--- src/rtl/seg_display_scanner.sv ---
// Multiplexed N-digit seven-segment scanner: per-digit slot timing, hex decode,
// leading-zero suppression, ghost blanking, PWM dimming and frame-coherent inputs.
module seg_display_scanner #(
  parameter int CLK_PER    = 10,
  parameter int REFR_RATE  = 1000,
  parameter int NUM_DIGITS = 4,
  parameter int BLANK_CYC  = 4,
  parameter int BRIGHT_W   = 3
) (
  input  logic                          clk,
  input  logic                          rst_n,
  input  logic                          enable,
  input  logic [4*NUM_DIGITS-1:0]       digits,
  input  logic [NUM_DIGITS-1:0]         dp,
  input  logic [NUM_DIGITS-1:0]         digit_en,
  input  logic                          lz_suppress,
  input  logic [BRIGHT_W-1:0]           brightness,
  output logic [NUM_DIGITS-1:0]         anode,
  output logic [7:0]                    cathode,
  output logic [(NUM_DIGITS > 1 ? $clog2(NUM_DIGITS) : 1)-1:0] digit_idx,
  output logic                          frame_tick
);

  localparam int IW = (NUM_DIGITS > 1) ? $clog2(NUM_DIGITS) : 1;
  localparam longint SLOT_L = 64'd1_000_000_000 /
      (longint'(CLK_PER) * longint'(REFR_RATE) * longint'(NUM_DIGITS));
  localparam int SLOT = int'(SLOT_L);
  localparam int SW   = (SLOT > 1) ? $clog2(SLOT) : 1;
  localparam logic [SW-1:0] SLOT_LAST = SW'(SLOT - 1);
  localparam logic [SW-1:0] BLANK_V   = SW'(BLANK_CYC);
  localparam logic [IW-1:0] IDX_LAST  = IW'(NUM_DIGITS - 1);

  if (SLOT <= BLANK_CYC || NUM_DIGITS < 1 || NUM_DIGITS > 16) begin : g_param_err
    $error("seg_display_scanner: slot too short for blanking or NUM_DIGITS out of 1..16");
  end

  logic [SW-1:0]           slot_cnt_q, slot_cnt_d;
  logic [IW-1:0]           digit_idx_q, digit_idx_d;
  logic                    wrapped_q, wrapped_d;
  logic [4*NUM_DIGITS-1:0] digits_s_q;
  logic [NUM_DIGITS-1:0]   dp_s_q, en_s_q;
  logic                    lz_s_q;
  logic [BRIGHT_W-1:0]     bright_s_q;
  logic [NUM_DIGITS-1:0]   anode_q, anode_d;
  logic [7:0]              cathode_q, cathode_d;
  logic                    frame_tick_q, frame_tick_d;

  logic                    at_slot_end, at_frame_end, snap_load;
  logic                    active, lit;
  logic [BRIGHT_W-1:0]     pwm_cnt;
  logic [3:0]              nibble;
  logic [6:0]              seg;
  logic [NUM_DIGITS-1:0]   suppress;
  logic [NUM_DIGITS:1]     zero_from;

  assign at_slot_end  = (slot_cnt_q == SLOT_LAST);
  assign at_frame_end = at_slot_end && (digit_idx_q == IDX_LAST);
  // Holding the snapshot open while disabled makes the first enabled frame fresh.
  assign snap_load    = !enable || at_frame_end;

  always_comb begin
    slot_cnt_d  = slot_cnt_q + SW'(1);
    digit_idx_d = digit_idx_q;
    if (!enable) begin
      slot_cnt_d  = '0;
      digit_idx_d = '0;
    end else if (at_slot_end) begin
      slot_cnt_d  = '0;
      digit_idx_d = (digit_idx_q == IDX_LAST) ? '0 : digit_idx_q + IW'(1);
    end
  end

  // zero_from[d]: snapshot nibbles d..NUM_DIGITS-1 are all zero.
  assign zero_from[NUM_DIGITS] = 1'b1;
  assign suppress[0]           = 1'b0;
  for (genvar gi = 1; gi < NUM_DIGITS; gi++) begin : g_lz
    assign zero_from[gi] = zero_from[gi+1] && (digits_s_q[4*gi +: 4] == 4'h0);
    assign suppress[gi]  = lz_s_q && zero_from[gi];
  end

  function automatic logic [6:0] hex_to_seg(input logic [3:0] n);
    logic [6:0] s;
    case (n)
      4'h0: s = 7'h3F;  4'h1: s = 7'h06;  4'h2: s = 7'h5B;  4'h3: s = 7'h4F;
      4'h4: s = 7'h66;  4'h5: s = 7'h6D;  4'h6: s = 7'h7D;  4'h7: s = 7'h07;
      4'h8: s = 7'h7F;  4'h9: s = 7'h6F;  4'hA: s = 7'h77;  4'hB: s = 7'h7C;
      4'hC: s = 7'h39;  4'hD: s = 7'h5E;  4'hE: s = 7'h79;  default: s = 7'h71;
    endcase
    return s;
  endfunction

  assign nibble  = digits_s_q[{digit_idx_q, 2'b00} +: 4];
  assign seg     = hex_to_seg(nibble);
  assign active  = (slot_cnt_q >= BLANK_V);
  assign pwm_cnt = BRIGHT_W'(slot_cnt_q - BLANK_V);
  assign lit     = (pwm_cnt < bright_s_q) || (&bright_s_q);

  always_comb begin
    anode_d      = '1;
    cathode_d    = 8'hFF;
    frame_tick_d = 1'b0;
    wrapped_d    = enable && at_frame_end;
    if (enable) begin
      // Cathode is driven through the blanking window so it settles before the anode opens.
      cathode_d              = ~{dp_s_q[digit_idx_q], suppress[digit_idx_q] ? 7'h00 : seg};
      anode_d[digit_idx_q]   = ~(active && lit && en_s_q[digit_idx_q]);
      frame_tick_d           = wrapped_q;
    end
  end

  always_ff @(posedge clk or negedge rst_n) begin
    if (!rst_n) begin
      slot_cnt_q   <= '0;
      digit_idx_q  <= '0;
      wrapped_q    <= 1'b0;
      digits_s_q   <= '0;
      dp_s_q       <= '0;
      en_s_q       <= '0;
      lz_s_q       <= 1'b0;
      bright_s_q   <= '0;
      anode_q      <= '1;
      cathode_q    <= 8'hFF;
      frame_tick_q <= 1'b0;
    end else begin
      slot_cnt_q   <= slot_cnt_d;
      digit_idx_q  <= digit_idx_d;
      wrapped_q    <= wrapped_d;
      anode_q      <= anode_d;
      cathode_q    <= cathode_d;
      frame_tick_q <= frame_tick_d;
      if (snap_load) begin
        digits_s_q <= digits;
        dp_s_q     <= dp;
        en_s_q     <= digit_en;
        lz_s_q     <= lz_suppress;
        bright_s_q <= brightness;
      end
    end
  end

  assign anode      = anode_q;
  assign cathode    = cathode_q;
  assign digit_idx  = digit_idx_q;
  assign frame_tick = frame_tick_q;

endmodule

--- config.mk ---
export PLATFORM = sky130hd
export DESIGN_NAME = seg_display_scanner
export DESIGN_NICKNAME = d
export VERILOG_FILES = /design/src/rtl/seg_display_scanner.sv
export SDC_FILE = /design/constraint.sdc
export NUM_CORES = 1
export LEC_CHECK = 0
export BUFFER_PORTS_ARGS = -buffer_cell sky130_fd_sc_hd__buf_2
export CORE_MARGIN = 8
export CORE_UTILIZATION = 61
export DETAILED_ROUTE_END_ITERATION = 7
export GPL_TIMING_DRIVEN = 0
export HOLD_SLACK_MARGIN = 0.08
export PLACE_DENSITY = 0.86
export SETUP_SLACK_MARGIN = 0.05
export SYNTH_ARGS = -nofsm -noshare
export SYNTH_HDL_FRONTEND = slang
export SYNTH_SLANG_ARGS = --single-unit
--- constraint.sdc ---
create_clock -name clk -period 4.02 [get_ports clk]
set_input_delay 0.603 -clock clk [delete_from_list [all_inputs] [get_ports clk]]
set_output_delay 0.603 -clock clk [all_outputs]
set_load 0.01 [all_outputs]
* Yosys cells after proc, flatten, opt, wreduce, memory -nomap -nowiden *
Memory sizes are Yosys's and may differ from the RTL's.
Cells that the tools add are included.

storage, ports and cells
  bits in registers = 59
  ROM bits = 112
  bits of input ports = 31
  output and inout port bits = 15
  logic and storage cells = 61
  memories kept = 1

cells by class
  add/sub/neg operators = 3
  order comparisons = 4
  eq/ne operators = 3
  shifts and indexed selects = 1
  mux-type cells = 17
  bitwise operators = 4
  reductions and logical operators = 17

memory list
  name              words  width  read ports  clocked after Yosys merged registers in  write ports  line  source
  (name not given)  16     7      1           0                                        0            83    case (n)

operators with widths
  cell                                                                 count
  two-way mux 15 bit                                                   2
  variable part select 16 x 5 -> 4 bit                                 1
  adder 15 x 1 -> 15 bit (second input constant)                       1
  == test 15 bit (second input constant)                               1
  greater-or-equal comparator 15 x 3 -> 1 bit (second input constant)  1
  zero test 4 bit                                                      3
  logical AND 1 bit                                                    10
  two-way mux 8 bit                                                    1
  inverter 8 bit                                                       1
  two-way mux 7 bit                                                    1
  binary-select mux 1 bit (select 2 bit)                               3
  two-way mux 2 bit                                                    3
  two-way mux 1 bit                                                    5
  two-way mux 4 bit                                                    1
  inverter 4 bit                                                       1
  OR 4 bit                                                             1
  < comparator 2 x 3 -> 1 bit (second input constant)                  1
  < comparator 3 bit                                                   1
  AND reduction 3 bit                                                  1
  subtractor 3 bit (second input constant)                             1
  adder 2 x 1 -> 2 bit (second input constant)                         1
  demux 1 bit (select 2 bit)                                           1
  == test 2 bit (second input constant)                                1
  greater-or-equal comparator 2 x 1 -> 1 bit (second input constant)   1
  4 further kinds                                                      5

* Depth between registers and ports, before layout *
Gate-level depths: netlist of run 1.

  depth in word-level cells = 9
  depth in mapped cells = 8
  gate-level depth less buffers = 7

* Least setup slack after synthesis of run 1 *
Ideal clock, no wire load.

  path kind = flip-flop to flip-flop
  start = register digit_idx_q[0], in the netlist digit_idx[0]
  end = register cathode_q[0], in the netlist cathode[0]
  arrival = 2.060 ns
  data required time = 3.941 ns
  path slack = 1.881 ns
  stages on the path, launching flop included = 9
  clock period less this slack = 2.139 ns
  path through = dfrtp_1 -> buf_2 -> mux4_2 -> inv_1 -> ha_1 -> mux2i_1 -> a21oi_1 -> a21oi_1 -> o21ai_0

on the way
  cells in the longest elaborated chain, start to end = 5
  elaborated cells on any way between the ends = 7
  those cells by class = shift: 1; mux: 4; bitwise: 1; memory: 1

RTL lines
  element                                                                                         line     source
  from (decl)                                                                                     38       logic [IW-1:0] digit_idx_q, digit_idx_d;
  from (signal assigned)                                                                          126      digit_idx_q <= digit_idx_d;
  variable part select 16 x 5 -> 4 bit or binary-select mux 1 bit (select 2 bit) (tied branches)  92, 105
  memory (16 x 7 bit) or two-way mux 1 bit (tied branches)                                        n/a
  two-way mux 7 bit (*)                                                                           105      cathode_d = ~{dp_s_q[digit_idx_q], suppress[digit_idx_q] ? 7'h00 : seg};
  inverter 8 bit (*)                                                                              105
  two-way mux 8 bit (*)                                                                           103      if (enable) begin
  net cathode_d[0]                                                                                45       logic [7:0] cathode_q, cathode_d;
  to (signal assigned)                                                                            129      cathode_q <= cathode_d;
  to (decl)                                                                                       45

Mark *: on every way through the listed nets, which the timed path passes. The rest lies on a longest branch. The select of a mux whose other input is x is not followed.
A chain may end at the register's enable or synchronous reset.

* Final worst setup path of run 1 *
Ends and elaborated chain as after synthesis.

==> summary.txt, run 1 <==
Status
  • Status: completed

Power and ir drop
  • Leakage dissipation: 1.61 nW
  • Sequential group share of total power: 0.479
  • Overall power of the completed layout: 0.00139 W
  • Internal power of the cells: 0.00107 W
  • Reported net switching power: 0.000325 W
  • Maximum ir drop on the vdd rail: 0.000231 V
  • Power density over the cells: just under 400 nW/um^2
  • Combinational cell fraction of total power: 0.133
  • Switching power share of the total: 0.234
  • Clock network power share: 0.388

Clock tree
  • CTS tree: done
  • H-tree levels: 3
  • Hold bufs inserted after CTS: 0
  • Source-to-sink clock delay at the later pin of the worst-skew pair: 0.34 ns
  • Number of buffers created by CTS: 9
  • Root buffer cell: clkbuf_8
  • # resized after CTS: 0
  • CTS max path bufs: 2
  • Number of clock sinks: 59
  • Number of buffers inserted by post-CTS setup repair: 0
  • Clock Pin Slew Worst Setup and Hold Paths: 0.06 ns

Synth
  • Biggest area consumer among synthesized cells: dfrtp_1
  • Distinct cell type count after synthesis: 41
  • Post-synthesis adder-cell area fraction: 0.0586
  • Multiplexer area fraction after synthesis: 0.199
  • Proportion of netlist area held by the largest area contributor: 0.393
  • Synth Area in Compound Gates: 0.0473
  • Share of the yosys chip area belonging to registers: 0.499
  • Summed instance area of the synthesized netlist: 2990 um^2
  • Dominant combinational cell family by area after synthesis: multiplexers
  • Synth cell count leaders: dfrtp_1 (47), nor2_1 (26), mux2_4 (20)
  • Fraction of registers with async set/reset: 1.00
  • Mean cell area of the mapped netlist: around 12 um^2
  • Number of flops mapped to enable cells by yosys: 0
  • Synthesized-area fraction occupied by xor and xnor cells: 0.0410
  • Total of flip-flops plus latches after synthesis: a little under 60
  • Most frequently used flop master after synthesis: dfrtp_1
  • Leading cell type by number of instances after synthesis: dfrtp_1
  • Largest cells by area after synthesis: dfrtp_1 (39%), dfstp_2 (11%), mux2_4 (10%), ha_1 (5.9%), mux2_2 (4.5%)
  • Yosys Warn Count: 0
  • Share of synthesized cell area in and, or, nand and nor gates: 0.124
  • Gate Count Post-Synth: between 200 and 250
  • Number of nets produced by synthesis: roughly 290

STA
  • Hold violation count in the final report: 0
  • Slew at the pin closest to its max-slew limit: 0.696 ns
  • Least setup slack across all paths after layout: 1.57 ns
  • Highest achievable clock rate: 407 MHz
  • RSZ-0062 raised after global routing: no
  • Count of endpoints failing setup in the final report: 0
  • Setup TNS after final layout: 0 ns
  • Min cycle time layout: 2.45 ns
  • Period utilization: 0.611
  • Slew headroom: 0.536
  • Max Clock Skew: 0.00626 ns
  • Final number of max-transition violations: 0

Detailed routing
  • Remaining antenna violation count after routing: 0
  • Post-detailed-route wirelength per cell: 15.8 um
  • First-pass iteration count of the detailed router: 4
  • Number of DRC violations after detailed-routing iteration 0: ~100
  • Number of remaining DRC errors: 0
  • Number of vias after detailed routing: 2,000
  • Via density per instance: ~5.4
  • Wire length reported by the detailed router: around 5800 um

Global route
  • Total global-route track usage: 0.179
  • Wire length of the first global-routing pass: 10,200 um
  • Via count of the first global-routing pass: between 2,000 and 2,500
  • Initial antenna violation count: 0
  • Grt ovf: 0
  • Pin count of the biggest net entering global routing: 60

Die
  • Die Footprint: 7400 um^2
  • Width of the chip: 86.0 um
  • Number of top-level pins: 46
  • Initial core utilization: 0.633
  • Count of standard-cell rows: 25
  • Core outline area: 4720 um^2
  • Die height: 86.0 um

Cells and area
  • Antenna cell count: 0
  • Fraction of layout instances using a drive strength above 1: 0.392
  • Area growth from synthesis to layout: 17.1%
  • Final-stage net count: 343

Worst setup path
  • Critical-path maximum fanout: 10
  • Worst Setup End Kind: register
  • CP startpoint: digit_idx[0]
  • CP Class: register to register
  • Required @ worst endpoint: 4.27 ns
  • Setup slack, reg-to-reg: about 1.6 ns
  • Startpoint kind of the worst setup timing path: register
  • R2r startpoint: digit_idx[0]
  • Data arrival at the endpoint of the critical path: 2.71 ns

Place
  • HPWL reported at the end of detailed placement: about 4200 um
  • I/O Buffers: 45
  • Dpl ws: between 1.5 and 2 ns
  • Global placer's final weighted congestion: 0.857

Worst hold path
  • Worst hold path type: primary input to asynchronous set/reset pin

Flow run
  • Max Cap Violations: 0
final timing paths:
path	endpoint	depth (start not counted)
min reg2reg	frame_tick	1
min in group clk	frame_tick	1
max	cathode[0]	8
min	slot_cnt_q[10]	1
max reg2reg	cathode[0]	8
max in group asynchronous	digits_s_q[11]	1
per-stage QoR:
stage | util | instances | cell area, um^2 | hold slack, ns
2_1_floorplan | - | 242 | 2990 | 0.307
3_3_place_gp | 0.699 | 354 | 3300 | 0.441
3_5_place_dp | 0.699 | 354 | 3300 | 0.446
4_1_cts | 0.741 | 368 | 3500 | 0.462
5_1_grt | 0.742 | 368 | 3500 | 0.376
6_report | 0.742 | 368 | 3500 | 0.315
area by class of cell:
type	instances	area, um^2
Buffer	7	46.3
Sequential cell	59	1490
Clock buffer	12	165
Timing Repair Buffer	45	228
Tap cell	67	83.8
Clock inverter	2	35.0
Multi-Input combinational cell	163	1410
Inverter	13	48.8
Fill cell	321	1220
worst max-delay path, cell delays in order (launching register included):
cell	delay [ns]
dfrtp_1	0.40
buf_2	0.30
mux4_2	0.63
inv_1	0.14
ha_1	0.34
mux2i_1	0.12
a21oi_1	0.16
a21oi_1	0.09
o21ai_0	0.20
registers in the layout, indices dropped and copies added, names as in the netlist, 2 cells and up:
register,cells
digit_idx,2
dp_s_q,4
cathode,8
bright_s_q,3
anode,4
digits_s_q,16
en_s_q,4
slot_cnt_q,15
cells in the final DEF, fill, tap and decap left out, types with 4 or more instances in the layout:
cell type / instances
xnor2_1: 7
a21oi_1: 5
clkbuf_8: 12
nor2_1: 26
xor2_1: 7
inv_1: 13
nand4_1: 4
mux2i_1: 7
mux4_2: 4
dfstp_2: 12
mux2_4: 20
nand2_1: 15
buf_2: 48
nand3_1: 7
ha_1: 14
dfrtp_1: 47
mux2_2: 12
metal layers:
layer  track usage  wire [um]
met1         0.220       2660
met2         0.273       2710
met3        0.0439        324
met4         0.115        133
met5             0          0
power by group through the flow:
stage / Clock [W] / Combinational (W) / Sequential (W)
2_1_floorplan: 0 / 0.000120 / 0.000674
3_3_place_gp: 0 / 0.000175 / 0.000674
3_5_place_dp: 0 / 0.000183 / 0.000676
4_1_cts: 0.000549 / 0.000186 / 0.000666
5_1_grt: 0.000575 / 0.000207 / 0.000671
6_report: 0.000539 / 0.000185 / 0.000667
cell families after synthesis:
kind of cell | after synthesis
simple gates | 72
flops | 59
mux | 43
compound gates | 20
buf+inv | 20
xor+xnor | 14
fa+ha+maj | 14
No activity file was read; power rests on OpenSTA's default activity.
==> inputs of run 2 (changes only) <==
--- a/config.mk
+++ b/config.mk
@@ -7,11 +7,11 @@
 export LEC_CHECK = 0
 export BUFFER_PORTS_ARGS = -buffer_cell sky130_fd_sc_hd__buf_2
 export CORE_MARGIN = 8
-export CORE_UTILIZATION = 61
+export CORE_UTILIZATION = 56
 export DETAILED_ROUTE_END_ITERATION = 7
 export GPL_TIMING_DRIVEN = 0
 export HOLD_SLACK_MARGIN = 0.08
-export PLACE_DENSITY = 0.86
+export PLACE_DENSITY = 0.8
 export SETUP_SLACK_MARGIN = 0.05
 export SYNTH_ARGS = -nofsm -noshare
 export SYNTH_HDL_FRONTEND = slang
==> constraint.sdc (replaced) <==
create_clock -name clk -period 2.3 [get_ports clk]
set_input_delay 0.345 -clock clk [delete_from_list [all_inputs] [get_ports clk]]
set_output_delay 0.345 -clock clk [all_outputs]
set_load 0.01 [all_outputs]
==> run 2 against run 1 <==
Net effect: highest routed layer unchanged; critical endpoint unchanged; count of clock-buffer cells in the layout fell by 1; register-to-register slack got worse by 1.4 ns; global-route usage fell by 1.1 points; clock power rose by 97%; final area rose by 2.5%; critical path depth fell by 1.
==> summary.txt, run 2 (synthesis results as in run 1) <==
Global route
  • Pin count of the biggest net entering global routing: 60 (unchanged)
  • Grt ovf: 0 (unchanged)
  • Via count of the first global-routing pass: 2,130 (+1.6%)
  • Total global-route track usage: 0.168 (-0.0111)
  • Wire length of the first global-routing pass: 10,000 um (-1.5%)
  • Initial antenna violation count: 0 (unchanged)

Cells and area
  • Antenna cell count: 0 (unchanged)
  • Area growth from synthesis to layout: 20.0%
  • Largest reg by FF count: digits_s_q
  • Cell area after layout: 3590 um^2 (+2.5%)
  • Max reg flops: 16 (unchanged)
  • Non-filler instance count after layout: 376 (+2.2%)
  • Most common library cell in the layout ignoring fill and taps: buf_2
  • Final-stage net count: 346 (+0.87%)
  • Fraction of layout instances using a drive strength above 1: 0.408 (+0.0165)
  • Highest-count cells in the layout ignoring fill and taps: buf_2 (47), dfrtp_1 (46), nor2_1 (26)
  • # fillers: 392 (+22%)

Clock tree
  • CTS max path bufs: 2 (unchanged)
  • Root buffer cell: clkbuf_8
  • CTS tree: done
  • H-tree levels: 3 (unchanged)
  • Clock Pin Slew Worst Setup and Hold Paths: 0.06 ns (about the same)
  • Number of buffers created by CTS: 9 (unchanged)
  • Number of clock sinks: 59 (unchanged)
  • Source-to-sink clock delay at the later pin of the worst-skew pair: 0.35 ns (about the same)

Worst setup path
  • Reg2reg end: cathode[0]
  • Data arrival at the endpoint of the critical path: 2.38 ns (-0.33 ns)
  • Number of cells on the worst reg-to-reg path: 7 (-1)
  • CP Class: register to register
  • R2r startpoint: digit_idx[0]
  • Required @ worst endpoint: 2.53 ns (-1.74 ns)
  • Critical-path maximum fanout: 10 (unchanged)
  • Startpoint kind of the worst setup timing path: register
  • Setup slack, reg-to-reg: 0.15 ns (-1.42 ns)
  • Worst Setup End Kind: register

Power and ir drop
  • Leakage dissipation: 1.64 nW (+1.9%)
  • Power density over the cells: 712 nW/um^2 (+79%)
  • Maximum ir drop on the vdd rail: 0.000467 V (+100%)

Worst hold path
  • Start point of the worst min-delay path: enable
  • Hold depth: 2
  • WHS Endpoint: cathode[7]
  • Worst hold path type: primary input to register

Die
  • Width of the chip: 89.1 um (+3.6%)
  • Core outline area: 5140 um^2 (+8.8%)
  • Count of standard-cell rows: 26 (+4.0%)
  • Die Footprint: 7940 um^2 (+7.2%)
  • Number of top-level pins: 46 (unchanged)
  • Die height: 89.1 um (+3.6%)
  • Initial core utilization: 0.582 (-0.0513)

STA
  • Final number of max-transition violations: 0 (unchanged)
  • Period utilization: 0.935 (+0.324)
  • Min cycle time layout: 2.15 ns (-0.304 ns)
  • Max Clock Skew: 0.0109 ns (+0.00466 ns)
  • WHS: 0.222 ns (-0.0934 ns)
  • Slew headroom: 0.590 (+0.0534)
  • Highest achievable clock rate: 465 MHz (+14%)
  • RSZ-0062 raised after global routing: yes
  • Hold violation count in the final report: 0 (unchanged)
  • Count of endpoints failing setup in the final report: 0 (unchanged)
  • Least setup slack across all paths after layout: 0.150 ns (-1.42 ns)
  • Setup TNS after final layout: 0 ns (unchanged)
  • Slew at the pin closest to its max-slew limit: 0.611 ns (-0.0843 ns)

Detailed routing
  • Remaining antenna violation count after routing: 0 (unchanged)
  • Number of remaining DRC errors: 0 (unchanged)
  • Wire length reported by the detailed router: 5910 um (+1.5%)
  • Post-detailed-route wirelength per cell: 15.7 um (-0.61%)
  • Number of vias after detailed routing: 1,997 (-0.15%)
  • Via density per instance: 5.31 (-2.3%)
  • Number of DRC violations after detailed-routing iteration 0: 135 (+32%)
  • First-pass iteration count of the detailed router: 4 (unchanged)

Place
  • Dpl ws: -0.137 ns (-1.75 ns)
  • Number of placed cells counting well taps: 357 (+0.85%)
  • HPWL reported at the end of detailed placement: 4120 um (-1.6%)
  • Instance area at placement: 3300 um^2 (+0.11%)
  • Global placer's final weighted congestion: 0.886 (+3.4%)
  • I/O Buffers: 45 (unchanged)

Flow run
  • Max Cap Violations: 0 (unchanged)

Status
  • Status: completed
[run 2: worst max-delay path by stage]
| stage | end | cells past startpoint | slack (ns) | startpoint |
|---|---|---|---|---|
| final | cathode[0] | 7 | 0.15 | digit_idx[0] |
| after global routing | cathode[0] | 7 | 0.05 | digit_idx[0] |
| after CTS | cathode[0] | 8 | 0.07 | digit_idx[0] |
| after detailed placement | cathode[0] | 8 | -0.14 | digit_idx[0] |
| after global placement | cathode[0] | 8 | -0.09 | digit_idx[0] |
| after floorplan | cathode[0] | 8 | 0.16 | digit_idx[0] |
[run 2: critical path, stage by stage, from the launching register on]
cell and delay (ns):
dfrtp_2 0.41, buf_6 0.17, mux4_2 0.60, ha_1 0.30, mux2i_1 0.15, a21oi_1 0.09
a21oi_1 0.19, o21ai_0 0.13
[run 2: metrics by stage]
step | power [W] | util
after CTS | 0.00257 | 0.691
after global placement | 0.00148 | 0.643
after floorplan | 0.00139 | -
after global routing | 0.00267 | 0.699
after detailed placement | 0.00150 | 0.643
final | 0.00256 | 0.699
[run 2: what timing repair did]
item / in CTS / in global routing
buffers inserted: 0 / 1
hold buffers: 0 / 1
pin swaps: 1 / 1
resized for setup: 4 / 4
endpoints found under the hold margin: 0 / 15
endpoints found under the setup margin: 23 / 27
[run 2: layout make-up]
cell class	instances	area, um^2	share of cell area
clock buffers	11	151	0.0422
inverters	13	48.8	0.0136
flip-flops and latches	59	1490	0.416
well taps	70	87.6	0.0244
multi-input cells	163	1420	0.395
clock inverters	5	75.1	0.0209
repair buffers	48	263	0.0732
plain buffers	7	55.1	0.0153
[run 2: per-layer routing]
layer	up-vias	share of wire	GRT usage
li1	954	-	-
met1	967	0.46	0.212
met2	64	0.44	0.247
met3	12	0.077	0.0689
met4	0	0.019	0.0710
met5	-	0	0
[run 2: report_power, final]
group / switching (W) / internal, W / leakage, nW
Clock: 0.000398 / 0.000663 / 0.119
Sequential: 0.0000453 / 0.00112 / 0.715
Combinational: 0.000155 / 0.000174 / 0.807
==> inputs of run 3 (changes only) <==
--- a/config.mk
+++ b/config.mk
@@ -5,13 +5,14 @@
 export SDC_FILE = /design/constraint.sdc
 export NUM_CORES = 1
 export LEC_CHECK = 0
+export ABC_AREA = 1
 export BUFFER_PORTS_ARGS = -buffer_cell sky130_fd_sc_hd__buf_2
 export CORE_MARGIN = 8
-export CORE_UTILIZATION = 56
+export CORE_UTILIZATION = 57
 export DETAILED_ROUTE_END_ITERATION = 7
 export GPL_TIMING_DRIVEN = 0
 export HOLD_SLACK_MARGIN = 0.08
-export PLACE_DENSITY = 0.8
+export PLACE_DENSITY = 0.81
 export SETUP_SLACK_MARGIN = 0.05
 export SYNTH_ARGS = -nofsm -noshare
 export SYNTH_HDL_FRONTEND = slang
==> run 3 against run 2 <==
Net effect: final area up 1.3%; maximum frequency up 12%; register-to-register slack better by 0.23 ns; combinational power up 16%; critical path depth up 4; die area up 2.1%; core utilization down 2.6 points; global-route usage up 0.93 points.
==> summary.txt, run 3 <==
Synth
  • Gate Count Post-Synth: 397 (+64%)
  • Largest cells by area after synthesis: dfrtp_1 (38%), nand2_1 (14%), dfstp_2 (10%), nand3_1 (8.7%), ha_1 (5.6%)
  • Synthesized-area fraction occupied by xor and xnor cells: 0.0112 (-0.0298)
  • Synth Area in Compound Gates: 0.0545 (+0.00720)
  • Total of flip-flops plus latches after synthesis: 59 (unchanged)
  • Post-synthesis adder-cell area fraction: 0.0561 (-0.00249)
  • Most frequently used flop master after synthesis: dfrtp_1
  • Summed instance area of the synthesized netlist: 3120 um^2 (+4.4%)
  • Fraction of registers with async set/reset: 1.00 (unchanged)
  • Multiplexer area fraction after synthesis: 0 (-0.199)
  • Biggest area consumer among synthesized cells: dfrtp_1
  • Number of flops mapped to enable cells by yosys: 0 (unchanged)
  • Yosys Warn Count: 0 (unchanged)
  • Distinct cell type count after synthesis: 25 (-39%)
  • Mean cell area of the mapped netlist: 7.87 um^2 (-36%)
  • Synth cell count leaders: nand2_1 (118), nand3_1 (54), dfrtp_1 (47)
  • Share of synthesized cell area in and, or, nand and nor gates: 0.323 (+0.199)
  • Number of nets produced by synthesis: 442 (+54%)
  • Proportion of netlist area held by the largest area contributor: 0.376 (-0.0167)
  • Share of the yosys chip area belonging to registers: 0.477 (-0.0212)
  • Leading cell type by number of instances after synthesis: nand2_1
  • Dominant combinational cell family by area after synthesis: simple AND/OR/NAND/NOR gates

Clock tree
  • # resized after CTS: 0 (-4)
  • Number of buffers inserted by post-CTS setup repair: 0 (unchanged)
  • Root buffer cell: clkbuf_8
  • CTS max path bufs: 2 (unchanged)
  • Hold bufs inserted after CTS: 0 (unchanged)
  • Number of buffers created by CTS: 9 (unchanged)
  • Source-to-sink clock delay at the later pin of the worst-skew pair: 0.34 ns (about the same)
  • CTS tree: done
  • Clock Pin Slew Worst Setup and Hold Paths: 0.07 ns (about the same)
  • Number of clock sinks: 59 (unchanged)
  • H-tree levels: 3 (unchanged)

STA
  • RSZ-0062 raised after global routing: no
  • Final number of max-transition violations: 0 (unchanged)
  • Min cycle time layout: 1.92 ns (-0.229 ns)
  • Highest achievable clock rate: 520 MHz (+12%)
  • Slew headroom: 0.528 (-0.0614)
  • Setup TNS after final layout: 0 ns (unchanged)
  • Slew at the pin closest to its max-slew limit: 0.707 ns (+0.0962 ns)
  • Hold violation count in the final report: 0 (unchanged)
  • Count of endpoints failing setup in the final report: 0 (unchanged)
  • Period utilization: 0.835 (-0.0996)
  • Max Clock Skew: 0.00924 ns (-0.00168 ns)

Die
  • Width of the chip: 90.0 um (+1.1%)
  • Initial core utilization: 0.578 (-0.00403)
  • Die Footprint: 8110 um^2 (+2.1%)
  • Number of top-level pins: 46 (unchanged)
  • Core outline area: 5410 um^2 (+5.2%)
  • Die height: 90.0 um (+1.1%)
  • Count of standard-cell rows: 27 (+3.8%)

Power and ir drop
  • Maximum ir drop on the vdd rail: 0.000512 V (+9.5%)
  • Leakage dissipation: 1.82 nW (+11%)
  • Power density over the cells: 683 nW/um^2 (-4.0%)

Worst setup path
  • Data arrival at the endpoint of the critical path: 2.16 ns (-0.22 ns)
  • Startpoint kind of the worst setup timing path: register
  • Critical Path Max Stage Delay: 0.42 ns (-0.18 ns)
  • Critical path cell sequence: buf_2 > inv_1 > buf_2 > nand3_1 > nand2_1 > inv_1 > ha_1 > inv_1 > nand2_1 > nand3_1 > nand3_1
  • Required @ worst endpoint: 2.54 ns (about the same)
  • Worst Setup End Kind: register
  • Critical-path maximum fanout: 11 (+1)
  • Slowest cell on crit path: dfrtp_1
  • CP Class: register to register

Place
  • HPWL reported at the end of detailed placement: 4950 um (+20%)
  • I/O Buffers: 45 (unchanged)
  • Global placer's final weighted congestion: 0.879 (-0.89%)

Worst hold path
  • Worst hold path type: primary input to asynchronous set/reset pin

Cells and area
  • Total area of sequential cells: 1490 um^2 (about the same)
  • Largest reg by FF count: digits_s_q
  • Highest-count cells in the layout ignoring fill and taps: nand2_1 (118), nand3_1 (54), buf_2 (49)
  • Fraction of layout instances using a drive strength above 1: 0.190 (-0.218)
  • Final-stage net count: 498 (+44%)
  • # fillers: 464 (+18%)
  • Area growth from synthesis to layout: 16.4%
  • Final cell utilization of the core: 0.673 (-0.0260)
  • Most common library cell in the layout ignoring fill and taps: nand2_1
  • Max reg flops: 16 (unchanged)
  • Antenna cell count: 0 (unchanged)
  • Area of combinational cells with multiple inputs: 1390 um^2 (-1.9%)

Global route
  • Total global-route track usage: 0.177 (+0.00934)
  • Grt ovf: 0 (unchanged)
  • Pin count of the biggest net entering global routing: 60 (unchanged)
  • Wire length of the first global-routing pass: 11,800 um (+18%)
  • Initial antenna violation count: 0 (unchanged)
  • Via count of the first global-routing pass: 2,624 (+23%)

Detailed routing
  • Number of vias after detailed routing: 2,682 (+34%)
  • Number of DRC violations after detailed-routing iteration 0: 162 (+20%)
  • Remaining antenna violation count after routing: 0 (unchanged)
  • Post-detailed-route wirelength per cell: 12.8 um (-18%)
  • First-pass iteration count of the detailed router: 4 (unchanged)
  • Number of remaining DRC errors: 0 (unchanged)
  • Wire length reported by the detailed router: 6780 um (+15%)
  • Via density per instance: 5.07 (-4.5%)

Status
  • Status: completed

Flow run
  • Max Cap Violations: 0 (unchanged)
==> run 3: path summary, 6_finish.rpt <==
path | from | endpoint | slack [ns] | cells past startpoint
max reg2reg | digit_idx[1] | cathode[6] | 0.38 | 11
min in group clk | lz_suppress | lz_s_q | 0.19 | 3
max in group asynchronous | rst_n | digits_s_q[3] | 1.77 | 1
min reg2reg | wrapped_q | frame_tick | 0.48 | 2
max | digit_idx[1] | cathode[6] | 0.38 | 11
min | rst_n | slot_cnt_q[9] | 0.05 | 1
==> run 3: where the power goes <==
part,internal [W],switching (W)
logic,0.000139,0.000241
registers,0.00113,0.0000379
clock network,0.000553,0.000388
total,0.00182,0.000667
==> run 3: cell type report <==
class                      instances  share of cell area
buffer                            11              0.0213
clock buffer                      13              0.0437
clock inverter                     2             0.00964
inverter                          44              0.0454
multi-input combinational        283               0.382
sequential                        59               0.410
tap                               72              0.0248
timing repair buffer              45              0.0626
==> run 3: layer usage <==
layer | track usage | wire length [um]
met1 | 0.230 | 3330
met2 | 0.265 | 2940
met3 | 0.0623 | 375
met4 | 0.0652 | 133
met5 | 0 | 0
==> run 3: cell families after synthesis <==
group	Yosys count
adders and majority gates	14
DFF	59
buffers and inverters	55
AOI/OAI and AO/OA	33
and+or+nand+nor	232
xor gates and xnor gates	4
==> run 3: through the flow <==
stage | hold slack [ns] | total power (W) | instances | instance area (um^2) | setup WS, ns
2_1_floorplan | 0.0494 | 0.00143 | 397 | 3120 | 0.618
3_3_place_gp | 0.418 | 0.00155 | 514 | 3440 | 0.418
3_5_place_dp | 0.425 | 0.00156 | 514 | 3440 | 0.394
4_1_cts | 0.191 | 0.00249 | 529 | 3630 | 0.377
5_1_grt | 0.129 | 0.00261 | 529 | 3640 | 0.144
6_report | 0.0536 | 0.00248 | 529 | 3640 | 0.379
==> run 3: worst max-delay path, delay by kind of cell (launching register included) <==
kind	cells	cell delay, ns
flip-flops	1	0.42
AND/OR/NAND/NOR	5	0.52
buffers and inverters	5	0.66
adder cells (fa/ha/maj)	1	0.22
